## src/rtl/audio_i2s_tx.sv

```systemverilog
// Stereo I2S transmitter: derives MCLK/BCLK/LRCLK from the system clock and
// serialises 16-bit stereo pairs drawn from a small valid/ready FIFO.
module audio_i2s_tx #(
  parameter int DEPTH    = 4,
  parameter int SAMPLE_W = 16,
  parameter int SLOT_W   = 32,
  parameter int BCLK_DIV = 16
) (
  input  logic                      clk,
  input  logic                      reset_n,
  input  logic                      en,
  input  logic                      in_valid,
  output logic                      in_ready,
  input  logic [SAMPLE_W-1:0]       in_left,
  input  logic [SAMPLE_W-1:0]       in_right,
  input  logic                      clear_underrun,
  output logic                      mclk,
  output logic                      bclk,
  output logic                      lrclk,
  output logic                      sdata,
  output logic [$clog2(DEPTH):0]    level,
  output logic                      underrun,
  output logic [7:0]                underrun_cnt
);

  localparam int DIV_W = $clog2(BCLK_DIV);
  localparam int FRAME = 2 * SLOT_W;
  localparam int BIT_W = $clog2(FRAME);
  localparam int PTR_W = $clog2(DEPTH);
  localparam int LVL_W = PTR_W + 1;

  localparam logic [DIV_W-1:0] DIV_LAST = DIV_W'(BCLK_DIV - 1);
  localparam logic [BIT_W-1:0] BIT_LAST = BIT_W'(FRAME - 1);
  localparam logic [BIT_W:0]   SLOT_V   = (BIT_W+1)'(SLOT_W);
  localparam logic [BIT_W:0]   L_HI     = (BIT_W+1)'(SAMPLE_W);
  localparam logic [BIT_W:0]   R_LO     = (BIT_W+1)'(SLOT_W + 1);
  localparam logic [BIT_W:0]   R_HI     = (BIT_W+1)'(SLOT_W + SAMPLE_W);
  localparam logic [LVL_W-1:0] LVL_FULL = LVL_W'(DEPTH);

  logic [DIV_W-1:0]      div_cnt;
  logic [BIT_W-1:0]      bit_cnt;
  logic [BIT_W-1:0]      bit_next;
  logic [BIT_W:0]        bit_next_ext;
  logic                  fall;
  logic                  frame_start;
  logic                  data_win;
  logic                  push;
  logic                  pop;
  logic                  underrun_evt;
  logic [PTR_W-1:0]      wr_ptr;
  logic [PTR_W-1:0]      rd_ptr;
  logic [2*SAMPLE_W-1:0] shift_reg;
  logic [2*SAMPLE_W-1:0] mem [DEPTH];

  assign fall         = en && (div_cnt == DIV_LAST);
  assign bit_next     = (bit_cnt == BIT_LAST) ? '0 : bit_cnt + BIT_W'(1);
  assign bit_next_ext = {1'b0, bit_next};
  assign frame_start  = fall && (bit_cnt == BIT_LAST);
  assign data_win     = ((bit_next_ext >= (BIT_W+1)'(1)) && (bit_next_ext <= L_HI)) ||
                        ((bit_next_ext >= R_LO) && (bit_next_ext <= R_HI));

  assign push         = in_valid && in_ready;
  assign pop          = frame_start && (level != '0);
  assign underrun_evt = frame_start && (level == '0);

  assign in_ready = (level < LVL_FULL);
  assign mclk     = div_cnt[1];
  assign bclk     = div_cnt[DIV_W-1];
  assign lrclk    = ({1'b0, bit_cnt} >= SLOT_V);

  // Clock generators park at their last count so enabling wraps straight into a frame start
  always_ff @(posedge clk) begin
    if (!reset_n || !en) begin
      div_cnt <= DIV_LAST;
      bit_cnt <= BIT_LAST;
    end else begin
      div_cnt <= div_cnt + DIV_W'(1);
      if (fall) bit_cnt <= bit_next;
    end
  end

  always_ff @(posedge clk) begin
    if (!reset_n) begin
      shift_reg <= '0;
      sdata     <= 1'b0;
    end else if (!en) begin
      sdata <= 1'b0;
    end else if (fall) begin
      if (frame_start) begin
        shift_reg <= pop ? mem[rd_ptr] : '0;
        sdata     <= 1'b0;
      end else if (data_win) begin
        sdata     <= shift_reg[2*SAMPLE_W-1];
        shift_reg <= {shift_reg[2*SAMPLE_W-2:0], 1'b0};
      end else begin
        sdata <= 1'b0;
      end
    end
  end

  always_ff @(posedge clk) begin
    if (push) mem[wr_ptr] <= {in_left, in_right};
  end

  // A push into an empty FIFO during an underrun frame start still raises level
  always_ff @(posedge clk) begin
    if (!reset_n) begin
      wr_ptr <= '0;
      rd_ptr <= '0;
      level  <= '0;
    end else begin
      if (push) wr_ptr <= wr_ptr + PTR_W'(1);
      if (pop)  rd_ptr <= rd_ptr + PTR_W'(1);
      case ({push, pop})
        2'b10:   level <= level + LVL_W'(1);
        2'b01:   level <= level - LVL_W'(1);
        default: level <= level;
      endcase
    end
  end

  always_ff @(posedge clk) begin
    if (!reset_n) begin
      underrun     <= 1'b0;
      underrun_cnt <= 8'd0;
    end else begin
      if (underrun_evt)        underrun <= 1'b1;
      else if (clear_underrun) underrun <= 1'b0;
      if (underrun_evt && (underrun_cnt != 8'hFF)) underrun_cnt <= underrun_cnt + 8'd1;
    end
  end

endmodule

```

## config.mk

```make
export PLATFORM = sky130hd
export DESIGN_NAME = audio_i2s_tx
export DESIGN_NICKNAME = d
export VERILOG_FILES = /design/src/rtl/audio_i2s_tx.sv
export SDC_FILE = /design/constraint.sdc
export NUM_CORES = 1
export LEC_CHECK = 0
export CAP_MARGIN = 20
export CORE_AREA = 10 10 132 122
export CTS_CLUSTER_DIAMETER = 80
export DETAILED_ROUTE_END_ITERATION = 10
export DIE_AREA = 0 0 142 132
export PLACE_DENSITY = 0.81
export SETUP_SLACK_MARGIN = 0.3
export SLEW_MARGIN = 20
export SYNTH_ARGS = -nofsm -noshare
export SYNTH_HDL_FRONTEND = slang
export SYNTH_SLANG_ARGS = --single-unit
```

## constraint.sdc

```tcl
create_clock -name clk -period 5.25 [get_ports clk]
set_clock_uncertainty 0.2 [all_clocks]
set_input_delay 1.3125 -clock clk [delete_from_list [all_inputs] [get_ports clk]]
set_output_delay 1.3125 -clock clk [all_outputs]
set_load 0.01 [all_outputs]
```

==> flow_summary_export.csv <==
group,metric,value,unit
logic_synthesis,ys.warnings.count,0,
critical_path,cp_slowest_cell,"clkdlybuf4s50_1",
clock_tree,clk_pin_slew_worst_paths,0.06,ns
detailed_routing,wl_per_cell,19.5,um
timing,finalSetupViolCount,0,
clock_tree,ctsHoldBuffers,0,
critical_path,critPathTopFamily,"simple AND/OR/NAND/NOR gates",
critical_path,critPathCaptureType,"flip-flop",
critical_path,reg2reg_to,"level[2]$_SDFFE_PN0P_",
die,io_pins,54,
placement,io_buffer_count,53,
timing,worst_pin_slew,0.864,ns
clock_tree,clock_tree.buffer_depth,2,
logic_synthesis,avgSynthCellArea,14.9,sq um
logic_synthesis,yosys_most_used_dff,"edfxtp_1",
die,fp-row-count,40,
min_path,hold_path_class,"reg2reg",
timing,setup_ws,1.68,ns
detailed_routing,vias_per_cell,5.99,
clock_tree,root_buffer,"clkbuf_16",
logic_synthesis,netlist_area,7790,sq um
finish,final_layout_size_suffix_gt1_share,19.8,%
flow_run,drv_cap,0,
detailed_routing,num_vias,4488,
global_route,grt_pass1_wl,23800,um
detailed_routing,firstDrtPassIters,7,
finish,diodes,0,
finish,layout_common_cells,"edfxtp_1 (128), dfxtp_1 (59), clkdlybuf4s50_1 (53), nand2_1 (45)",
global_route,grt_pass1_vias,4615,
finish,largest_register_ff_count,128,
timing,fmax,280,MHz
critical_path,cp-endpoint,"level[2]$_SDFFE_PN0P_",
power_and_ir_drop,powerDensity,388,nW/um^2
critical_path,slowest_delay,0.50,ns
detailed_routing,drt_first_iter_violations,325,
critical_path,cp_max_fo,6,
timing,maxSlewViolCount,0,
power_and_ir_drop,p_leak,0.00289,uW
critical_path,r2r-start,"bit_cnt[0]$_SDFFE_PN1P_",
detailed_routing,drt_wl_total,14600,um
critical_path,start_kind,"input pin",
die,dieHeight,132,um
logic_synthesis,yosys.area.top_type_share,49.3,%
logic_synthesis,synth_cell_types,44,
critical_path,r2r_cells,10,
global_route,track_usage,15.9,%
finish,fin_area,9030,sq um
detailed_routing,drc,0,
die,start_util,59.0,%
power_and_ir_drop,vdd_drop_max,0.000347,V
critical_path,cp.buffers_inverters,2,
timing,fin_crit_sh,67.9,%
critical_path,r2r_setup_slack,2.31,ns
finish,synthToLayoutAreaGrowth,15.9,%
critical_path,crit_required,5.41,ns
finish,layout_commonest_cell,"edfxtp_1",
placement,dpl.hpwl,8920,um
placement,placed_area,8440,sq um
clock_tree,cts_made_buffers,17,
timing,hold_violations,0,
clock_tree,cts_tree,"built",
critical_path,cp-startpoint,"en",
global_route,antenna_found_initial,0,
status,status,"completed",
placement,pre_cts_ws,1.25,ns
logic_synthesis,syn_inst,523,
die,core_area,13200,sq um
detailed_routing,ant_nets,0,
critical_path,crit_arrival,3.72,ns
placement,gp_congestion,0.839,
clock_tree,cts.sinks,189,
logic_synthesis,synth_edf_count,128,
global_route,overflow,0,
clock_tree,post-cts-setup-buffers,0,
logic_synthesis,yosys.area.top_type,"edfxtp_1",
logic_synthesis,synthArstFlopShare,0,%
clock_tree,cts-htree-levels,4,
global_route,grt_max_degree,47,
die,die_width,142,um
critical_path,crit_path_cell_trace,"clkdlybuf4s50_1 > nand4_1 > nor3_4 > and2_1 > ha_1 > inv_1 > fa_1 > xor2_1 > or3_1 > a21oi_1",
logic_synthesis,synth.area.top_cells,"edfxtp_1 (49%), dfxtp_1 (16%), mux4_2 (9.3%), a311oi_2 (5.8%), a21oi_1 (2.4%)",
clock_tree,ctsResizeCount,0,
finish,nets,616,
critical_path,crit_type,"in2reg",
timing,relSlewSlack,42.4,%
clock_tree,clock_latency,0.43,ns
critical_path,path_depth,10,
logic_synthesis,ys_seq_area_share,65.0,%
logic_synthesis,syn-num-nets,571,
min_path,holdPathStages,1,
die,die-area,18700,sq um
timing,rsz0062_at_grt,"no",
timing,fin_setup_tns,0,ns
timing,min_period,3.57,ns
logic_synthesis,synth_seq_cells,189,
-- layout make-up --
class	instances	area, sq um
clock buffers	18	429
repair buffers	65	633
flip-flops and latches	189	5070
fillers	903	4180
well taps	168	210
multi-input cells	284	2510
inverters	11	41.3
clock inverters	14	143
-- per-layer routing --
metal  routed length, um  global-route usage, %  part of all wire, %  vias to the layer above
li1                    -                      -                    -                     2099
met1                6050                   20.1                   41                     2243
met2                7470                   25.3                   51                      133
met3                 911                   4.83                  6.2                       13
met4                 167                   5.62                  1.1                        0
met5                   0                      0                    0                        -
-- Yosys cell counts (2+ instances only) --
cell type	n
nand2b_1	4
buf_6	4
o31ai_1	2
buf_2	6
nand3_1	37
nor4_2	3
ha_1	10
nor2_1	20
nand4_1	4
inv_1	10
or3_1	3
and2_1	9
a311oi_2	30
edfxtp_1	128
mux2i_1	3
mux4_2	32
xnor2_1	8
o311ai_0	2
nand2_1	45
dfxtp_1	61
and4_1	2
o211ai_1	2
xor2_1	5
and3_1	6
a21oi_1	38
o21ai_0	5
clkbuf_1	27
-- metrics by stage --
step,hold slack [ns],util (%),cells,power [uW]
finish,0.210,68.3,749,3500
global route,0.224,68.3,749,3630
floorplan,0.175,-,523,2140
detailed placement,0.194,63.9,716,2290
global placement,0.187,63.9,716,2270
CTS,0.212,68.2,748,3520
-- power breakdown --
part	internal [uW]	total, uW	switching [uW]	leakage [uW]
clock network	701	1240	537	0.000278
logic	206	513	307	0.000935
registers	1700	1750	46.7	0.00167
total	2610	3500	891	0.00289
-- cell families (layout without fill, tap and decap cells) --
group | after synthesis | in the layout | share of synthesized area (%)
compound gates | 87 | 87 | 9.97
xor+xnor | 13 | 13 | 1.46
fa+ha+maj | 11 | 11 | 1.86
buf+inv | 50 | 108 | 2.94
flops | 189 | 189 | 65.0
mux | 35 | 35 | 9.64
simple gates | 138 | 138 | 9.11
-- worst min-delay path by stage --
stage                          startpoint                    end  slack (ns)
global placement    div_cnt[0]$_SDFF_PN1_  div_cnt[0]$_SDFF_PN1_        0.19
floorplan           div_cnt[0]$_SDFF_PN1_  div_cnt[0]$_SDFF_PN1_        0.18
finish              div_cnt[0]$_SDFF_PN1_  div_cnt[0]$_SDFF_PN1_        0.21
CTS                 div_cnt[0]$_SDFF_PN1_  div_cnt[0]$_SDFF_PN1_        0.21
detailed placement  div_cnt[0]$_SDFF_PN1_  div_cnt[0]$_SDFF_PN1_        0.19
global route        div_cnt[0]$_SDFF_PN1_  div_cnt[0]$_SDFF_PN1_        0.22
(Power assumes the default switching activity.)
